$ cat src/rtl/multicycle_sequencer_if.sv
// rtl/multicycle_sequencer_if.sv - control/handshake bundle between the sequencer and its datapath/memories
interface multicycle_sequencer_if;
   logic        run;
   logic [18:0] instr;
   logic        zero_flag;
   logic        carry_flag;
   logic        imem_ack;
   logic        dmem_ack;
   logic        imem_req;
   logic        dmem_req;
   logic        dmem_we;
   logic        ir_load;
   logic        pc_inc;
   logic        pc_load;
   logic        reg_write;
   logic [1:0]  select_to_write;
   logic        select_r2;
   logic        select_alu_arg;
   logic [2:0]  alu_function;
   logic [1:0]  sh_ro_function;
   logic        enable_zero;
   logic        enable_carry;
   logic        instr_retired;
   logic        error;

   modport master (
      input  run, instr, zero_flag, carry_flag, imem_ack, dmem_ack,
      output imem_req, dmem_req, dmem_we, ir_load, pc_inc, pc_load, reg_write,
             select_to_write, select_r2, select_alu_arg, alu_function, sh_ro_function,
             enable_zero, enable_carry, instr_retired, error
   );

   modport slave (
      output run, instr, zero_flag, carry_flag, imem_ack, dmem_ack,
      input  imem_req, dmem_req, dmem_we, ir_load, pc_inc, pc_load, reg_write,
             select_to_write, select_r2, select_alu_arg, alu_function, sh_ro_function,
             enable_zero, enable_carry, instr_retired, error
   );
endinterface

$ cat src/rtl/multicycle_sequencer.sv
// rtl/multicycle_sequencer.sv - multi-cycle FETCH/DECODE/EXEC/MEM/WB control FSM with memory watchdog
module multicycle_sequencer #(
   parameter int TIMEOUT = 15,
   parameter int CNT_W   = 8
) (
   input  logic                   clock,
   input  logic                   reset,
   multicycle_sequencer_if.master bus
);
   typedef enum logic [2:0] {
      S_IDLE, S_FETCH, S_DECODE, S_EXEC, S_MEM, S_WB, S_ERROR
   } state_t;

   typedef enum logic [2:0] {
      C_ALU, C_SHIFT, C_LOAD, C_STORE, C_BRANCH, C_JUMP, C_ILLEGAL
   } iclass_t;

   localparam logic [CNT_W-1:0] TIMEOUT_CNT = CNT_W'(TIMEOUT);

   state_t           state_q, state_d;
   logic [CNT_W-1:0] cnt_q, cnt_d;
   iclass_t          iclass;
   logic [4:0]       op;
   logic             taken;
   logic             unused_instr;

   assign op           = bus.instr[18:14];
   assign unused_instr = ^bus.instr[13:0];

   always_comb begin
      iclass = C_ILLEGAL;
      if (!op[4])                 iclass = C_ALU;
      else if (op[4:2] == 3'b110) iclass = C_SHIFT;
      else if (op == 5'b10000)    iclass = C_LOAD;
      else if (op == 5'b10001)    iclass = C_STORE;
      else if (op[4:2] == 3'b101) iclass = C_BRANCH;
      else if (op == 5'b11100)    iclass = C_JUMP;
   end

   always_comb begin
      case (op[1:0])
         2'b00:   taken = bus.zero_flag;
         2'b01:   taken = !bus.zero_flag;
         2'b10:   taken = bus.carry_flag;
         default: taken = !bus.carry_flag;
      endcase
   end

   always_ff @(posedge clock or posedge reset) begin
      if (reset) begin
         state_q <= S_IDLE;
         cnt_q   <= '0;
      end else begin
         state_q <= state_d;
         cnt_q   <= cnt_d;
      end
   end

   // The wait counter only survives while a request is pending, so every entry to FETCH/MEM sees zero.
   always_comb begin
      state_d             = state_q;
      cnt_d               = '0;
      bus.imem_req        = 1'b0;
      bus.dmem_req        = 1'b0;
      bus.dmem_we         = 1'b0;
      bus.ir_load         = 1'b0;
      bus.pc_inc          = 1'b0;
      bus.pc_load         = 1'b0;
      bus.reg_write       = 1'b0;
      bus.select_to_write = 2'b00;
      bus.select_r2       = 1'b0;
      bus.select_alu_arg  = 1'b0;
      bus.alu_function    = 3'b000;
      bus.sh_ro_function  = 2'b00;
      bus.enable_zero     = 1'b0;
      bus.enable_carry    = 1'b0;
      bus.instr_retired   = 1'b0;
      bus.error           = 1'b0;

      case (state_q)
         S_IDLE: begin
            if (bus.run) state_d = S_FETCH;
         end
         S_FETCH: begin
            bus.imem_req = 1'b1;
            if (bus.imem_ack) begin
               bus.ir_load = 1'b1;
               bus.pc_inc  = 1'b1;
               state_d     = S_DECODE;
            end else if (cnt_q == TIMEOUT_CNT) begin
               state_d = S_ERROR;
            end else begin
               cnt_d = cnt_q + 1'b1;
            end
         end
         S_DECODE: begin
            state_d = S_EXEC;
         end
         S_EXEC: begin
            state_d           = bus.run ? S_FETCH : S_IDLE;
            bus.instr_retired = 1'b1;
            case (iclass)
               C_ALU: begin
                  bus.alu_function   = bus.instr[16:14];
                  bus.select_alu_arg = ~bus.instr[17];
                  bus.select_r2      = 1'b1;
                  bus.reg_write      = 1'b1;
                  bus.enable_zero    = 1'b1;
                  bus.enable_carry   = 1'b1;
               end
               C_SHIFT: begin
                  bus.sh_ro_function  = bus.instr[15:14];
                  bus.select_to_write = 2'b01;
                  bus.reg_write       = 1'b1;
               end
               C_BRANCH: bus.pc_load = taken;
               C_JUMP:   bus.pc_load = 1'b1;
               C_LOAD, C_STORE: begin
                  bus.instr_retired = 1'b0;
                  state_d           = S_MEM;
               end
               default: ;
            endcase
         end
         S_MEM: begin
            bus.dmem_req = 1'b1;
            bus.dmem_we  = (iclass == C_STORE);
            if (bus.dmem_ack) begin
               if (iclass == C_STORE) begin
                  bus.instr_retired = 1'b1;
                  state_d           = bus.run ? S_FETCH : S_IDLE;
               end else begin
                  state_d = S_WB;
               end
            end else if (cnt_q == TIMEOUT_CNT) begin
               state_d = S_ERROR;
            end else begin
               cnt_d = cnt_q + 1'b1;
            end
         end
         S_WB: begin
            bus.select_to_write = 2'b10;
            bus.reg_write       = 1'b1;
            bus.instr_retired   = 1'b1;
            state_d             = bus.run ? S_FETCH : S_IDLE;
         end
         S_ERROR: begin
            bus.error = 1'b1;
         end
         default: state_d = S_IDLE;
      endcase
   end
endmodule

$ cat src/flat_wrapper.sv
// flat-port wrapper written by rule: the top's interface ports become plain ports
module multicycle_sequencer_flat 
#(
   parameter int TIMEOUT = 15,
   parameter int CNT_W   = 8
)
  (clock, reset, bus_run, bus_instr, bus_zero_flag, bus_carry_flag, bus_imem_ack, bus_dmem_ack, bus_imem_req, bus_dmem_req, bus_dmem_we, bus_ir_load, bus_pc_inc, bus_pc_load, bus_reg_write, bus_select_to_write, bus_select_r2, bus_select_alu_arg, bus_alu_function, bus_sh_ro_function, bus_enable_zero, bus_enable_carry, bus_instr_retired, bus_error);
  multicycle_sequencer_if bus_i ();
  input  logic clock;
  input  logic reset;
  input wire logic [$bits(bus_i.run)-1:0] bus_run;
  input wire logic [$bits(bus_i.instr)-1:0] bus_instr;
  input wire logic [$bits(bus_i.zero_flag)-1:0] bus_zero_flag;
  input wire logic [$bits(bus_i.carry_flag)-1:0] bus_carry_flag;
  input wire logic [$bits(bus_i.imem_ack)-1:0] bus_imem_ack;
  input wire logic [$bits(bus_i.dmem_ack)-1:0] bus_dmem_ack;
  output wire logic [$bits(bus_i.imem_req)-1:0] bus_imem_req;
  output wire logic [$bits(bus_i.dmem_req)-1:0] bus_dmem_req;
  output wire logic [$bits(bus_i.dmem_we)-1:0] bus_dmem_we;
  output wire logic [$bits(bus_i.ir_load)-1:0] bus_ir_load;
  output wire logic [$bits(bus_i.pc_inc)-1:0] bus_pc_inc;
  output wire logic [$bits(bus_i.pc_load)-1:0] bus_pc_load;
  output wire logic [$bits(bus_i.reg_write)-1:0] bus_reg_write;
  output wire logic [$bits(bus_i.select_to_write)-1:0] bus_select_to_write;
  output wire logic [$bits(bus_i.select_r2)-1:0] bus_select_r2;
  output wire logic [$bits(bus_i.select_alu_arg)-1:0] bus_select_alu_arg;
  output wire logic [$bits(bus_i.alu_function)-1:0] bus_alu_function;
  output wire logic [$bits(bus_i.sh_ro_function)-1:0] bus_sh_ro_function;
  output wire logic [$bits(bus_i.enable_zero)-1:0] bus_enable_zero;
  output wire logic [$bits(bus_i.enable_carry)-1:0] bus_enable_carry;
  output wire logic [$bits(bus_i.instr_retired)-1:0] bus_instr_retired;
  output wire logic [$bits(bus_i.error)-1:0] bus_error;
  assign bus_i.run = bus_run;
  assign bus_i.instr = bus_instr;
  assign bus_i.zero_flag = bus_zero_flag;
  assign bus_i.carry_flag = bus_carry_flag;
  assign bus_i.imem_ack = bus_imem_ack;
  assign bus_i.dmem_ack = bus_dmem_ack;
  assign bus_imem_req = bus_i.imem_req;
  assign bus_dmem_req = bus_i.dmem_req;
  assign bus_dmem_we = bus_i.dmem_we;
  assign bus_ir_load = bus_i.ir_load;
  assign bus_pc_inc = bus_i.pc_inc;
  assign bus_pc_load = bus_i.pc_load;
  assign bus_reg_write = bus_i.reg_write;
  assign bus_select_to_write = bus_i.select_to_write;
  assign bus_select_r2 = bus_i.select_r2;
  assign bus_select_alu_arg = bus_i.select_alu_arg;
  assign bus_alu_function = bus_i.alu_function;
  assign bus_sh_ro_function = bus_i.sh_ro_function;
  assign bus_enable_zero = bus_i.enable_zero;
  assign bus_enable_carry = bus_i.enable_carry;
  assign bus_instr_retired = bus_i.instr_retired;
  assign bus_error = bus_i.error;
  multicycle_sequencer #(.TIMEOUT(TIMEOUT), .CNT_W(CNT_W)) u_core (.clock(clock), .reset(reset), .bus(bus_i));
endmodule
$ cat config.mk
export PLATFORM = sky130hd
export DESIGN_NAME = multicycle_sequencer_flat
export DESIGN_NICKNAME = d
export VERILOG_FILES = /design/src/rtl/multicycle_sequencer_if.sv /design/src/rtl/multicycle_sequencer.sv /design/src/flat_wrapper.sv
export SDC_FILE = /design/constraint.sdc
export NUM_CORES = 1
export LEC_CHECK = 0
export BUFFER_PORTS_ARGS = -buffer_cell sky130_fd_sc_hd__buf_2
export CAP_MARGIN = 25
export CELL_PAD_IN_SITES_DETAIL_PLACEMENT = 1
export CELL_PAD_IN_SITES_GLOBAL_PLACEMENT = 1
export CORE_MARGIN = 4
export CORE_UTILIZATION = 33
export CTS_CLUSTER_DIAMETER = 200
export DETAILED_ROUTE_END_ITERATION = 12
export PLACE_DENSITY_LB_ADDON = 0.1
export SETUP_SLACK_MARGIN = 0.02
export SLEW_MARGIN = 20
export SYNTH_ARGS = -nofsm -noshare
export SYNTH_HDL_FRONTEND = slang
export SYNTH_SLANG_ARGS = --single-unit
$ cat constraint.sdc
create_clock -name clock -period 4.7 [get_ports clock]
set_clock_uncertainty 0.15 [all_clocks]
set_input_delay 0.705 -clock clock [delete_from_list [all_inputs] [get_ports clock]]
set_output_delay 0.705 -clock clock [all_outputs]
set_load 0.01 [all_outputs]
==> key figures <==
Run status
  – Outcome: finished clean

Timing
  – Min cycle time layout: 2.69 ns
  – Final Max Slew Viols: 0
  – Slew margin rel.: 66.4%
  – Hold_ws: 0.256 ns
  – Fin worst setup slack: 2.01 ns
  – RSZ-0062 raised after global routing: false
  – Final period utilization: 57.3%
  – Setup TNS Final: 0 ns
  – Finish-stage setup viols: 0
  – Least-Margin Pin Slew: 0.503 ns
  – Fmax: 0.371 GHz
  – Final hold vios: 0

Clock network
  – Num CTS Buffers: 3
  – Clk_lat worst skew: 0.27 ns
  – Post-CTS Setup Bufs: 0
  – Reg clk slew, reported paths: 0.07 ns
  – TritonCTS clock tree: yes
  – Clock tree root buffer cell: clkbuf_4
  – CTS Hold Bufs: 0
  – Clock Path Buffers: 2
  – CTS H-tree depth: 1
  – # clock sinks: 11
  – Cts repair resizes: 0

Route
  – Drt via density: 5.23
  – First-pass iteration count of the detailed router: 3
  – Residual DRC: 0
  – Routed WL: 2160 um
  – Avg WL per Cell: 13.6 um
  – Initial DRC count: 11
  – Antenna Violating Nets Remaining: 0
  – Via count: 831

Setup path
  – Critical Setup Path Class: register to primary output
  – Cell family with most CP delay: simple AND/OR/NAND/NOR gates
  – Startpoint Class: register
  – Crit path DAT: 1.84 ns
  – Critical Path RT: 3.85 ns
  – Reg2reg start: u_core.state_q[2]$_DFFE_PP0P_
  – Critical Path Fanout Max: 13
  – Crit path buf inv count: 1
  – Critical path's largest stage delay: 0.64 ns
  – CP max-delay cell: dfrtp_1
  – CP cell instances: nand2_1, or2_1, nor2_1, and2_1, buf_2
  – CP Capture Type: primary output
  – CP startpoint: u_core.state_q[1]$_DFFE_PP0P_

Global route
  – Vias in the first global route: 828
  – GRT Overall Usage: 13.7%
  – Largest net degree at the start of global routing: 18
  – Grt total ovfl: 0
  – Antenna violations before repair: 0
  – First-pass GRT wire length: 3700 um

Cells and area
  – Final nets: 157
  – Final core occ: 41.7%
  – Share of layout cells above drive strength 1: 29.5%
  – N_diodes: 0
  – Fillers: 315
  – Area growth, synth to finish: 19.0%

Die
  – IO Count: 46
  – DIE WIDTH: 59.5 um
  – Die H: 59.5 um
  – Core footprint: 2500 sq um
  – Site row count: 18
  – Die footprint: 3540 sq um
  – Initial Utilization: 35.0%

Place
  – Final HPWL DP: 1720 um
  – Worst slack, placed: 2.06 ns
  – I/O Buffers: 31
  – Final GP Congestion: 0.726

Pwr
  – Cell Pwr Density: 368 nW/um^2
  – Max rail drop VDD: 0.000192 V
  – Lkg Pwr: 0.496 nW
  – Power consumption: 0.384 mW

Logic synthesis
  – Syn Inst Count: 102
  – Asr flop ratio synth: 100%
  – Primary FF master, synth: dfrtp_1
  – Post-synth EDFFs: 0
  – Seq/Total Area, Yosys: 31.4%
  – Yosys Warn Count: 0
  – Synthesized Nets: 129
  – Yosys reg bits: 11
  – Mean post-synth cell area: 8.59 sq um
  – Post-Synthesis Cell Area: 876 sq um
  – Synth cell types: 40

Worst hold path
  – Hold/Removal Path Class: input port to async pin

Flow run
  – Maxcap violations: 0
==> cell families (layout without fill, tap and decap cells) <==
kind of cell             Yosys count  in the layout  synth area share, %
adder cells (fa/ha/maj)            1              1                 1.43
buffers and inverters             12             39                 7.71
XOR/XNOR                           7              7                 7.00
flip-flops                        11             11                 31.4
AND/OR/NAND/NOR                   54             54                 36.3
AO/OA/AOI/OAI                     17             17                 16.1
==> through the flow <==
| step | std cells | instance area (sq um) |
|---|---|---|
| final | 159 | 1040 |
| after global routing | 159 | 1040 |
| after CTS | 159 | 1040 |
| after detailed placement | 155 | 1020 |
| after global placement | 155 | 1020 |
| after floorplan | 102 | 876 |
==> path summary, 6_finish.rpt <==
path / to / slack (ns) / cells past startpoint
hold / removal: u_core.cnt_q[6]$_DFF_PP0_ / 0.26 / 2
min in group clock: u_core.cnt_q[0]$_DFF_PP0_ / 0.33 / 1
setup reg to reg: u_core.state_q[0]$_DFFE_PP0P_ / 2.79 / 4
setup / recovery: bus_alu_function[1] / 2.01 / 5
hold reg to reg: u_core.cnt_q[0]$_DFF_PP0_ / 0.33 / 1
max in group asynchronous: u_core.cnt_q[3]$_DFF_PP0_ / 3.86 / 2
==> cell usage after synthesis, types with 2 or more instances <==
master / n / share of area, %
buf_2: 3 / 1.7
buf_4: 3 / 2.6
nand3_1: 3 / 1.7
dfrtp_1: 11 / 31
and3_1: 3 / 2.1
nand2_1: 5 / 2.1
and2_1: 7 / 5.0
nor2_1: 16 / 6.9
a21oi_1: 4 / 2.3
inv_1: 4 / 1.7
nor4_1: 2 / 1.4
nor3_1: 3 / 1.7
xnor2_1: 4 / 4.0
xor2_1: 3 / 3.0
a31oi_1: 2 / 1.4
or2_1: 2 / 1.4
nor3b_1: 4 / 3.4
==> placed cells by master (no fill, tap or decap), types with 2 or more instances in the layout <==
| master | instances |
|---|---|
| nor2_1 | 16 |
| xor2_1 | 3 |
| a21oi_1 | 4 |
| nor3_1 | 3 |
| nand2_1 | 5 |
| nor3b_1 | 4 |
| a31oi_1 | 2 |
| inv_1 | 4 |
| or2_1 | 2 |
| clkbuf_4 | 3 |
| xnor2_1 | 4 |
| and2_1 | 7 |
| and3_1 | 3 |
| nor4_1 | 2 |
| buf_2 | 31 |
| nand3_1 | 3 |
| dfrtp_1 | 11 |
==> where the power goes <==
| group | switching (mW) | internal, mW | leakage [nW] |
|---|---|---|---|
| clock network | 0.0305 | 0.0329 | 0.0150 |
| registers | 0.0404 | 0.108 | 0.149 |
| logic | 0.0904 | 0.0814 | 0.332 |
| total | 0.161 | 0.222 | 0.496 |
==> final cells by class <==
| type | instances | area (sq um) | area share, % |
|---|---|---|---|
| Clock buffer | 4 | 26.3 | 2.52 |
| Inverter | 4 | 15.0 | 1.44 |
| Multi-Input combinational cell | 79 | 533 | 51.1 |
| Sequential cell | 11 | 275 | 26.4 |
| Tap cell | 30 | 37.5 | 3.60 |
| Timing Repair Buffer | 31 | 155 | 14.9 |
==> registers in the layout, summed over array words and instances, names as in the netlist <==
signal          flops
u_core.state_q      3
u_core.cnt_q        8
==> metal layers <==
layer	global-route usage (%)	vias up	routed length, um
li1	-	411	-
met1	15.0	396	948
met2	24.8	22	1050
met3	4.79	2	148
met4	3.80	0	10
met5	0	-	0
==> worst reg2reg max path, delay by kind of cell (launching register included) <==
family,cells,cell delay [ns]
flip-flops,1,0.56
AO/OA/AOI/OAI,2,0.63
AND/OR/NAND/NOR,2,0.46
(Power assumes the default switching activity.)
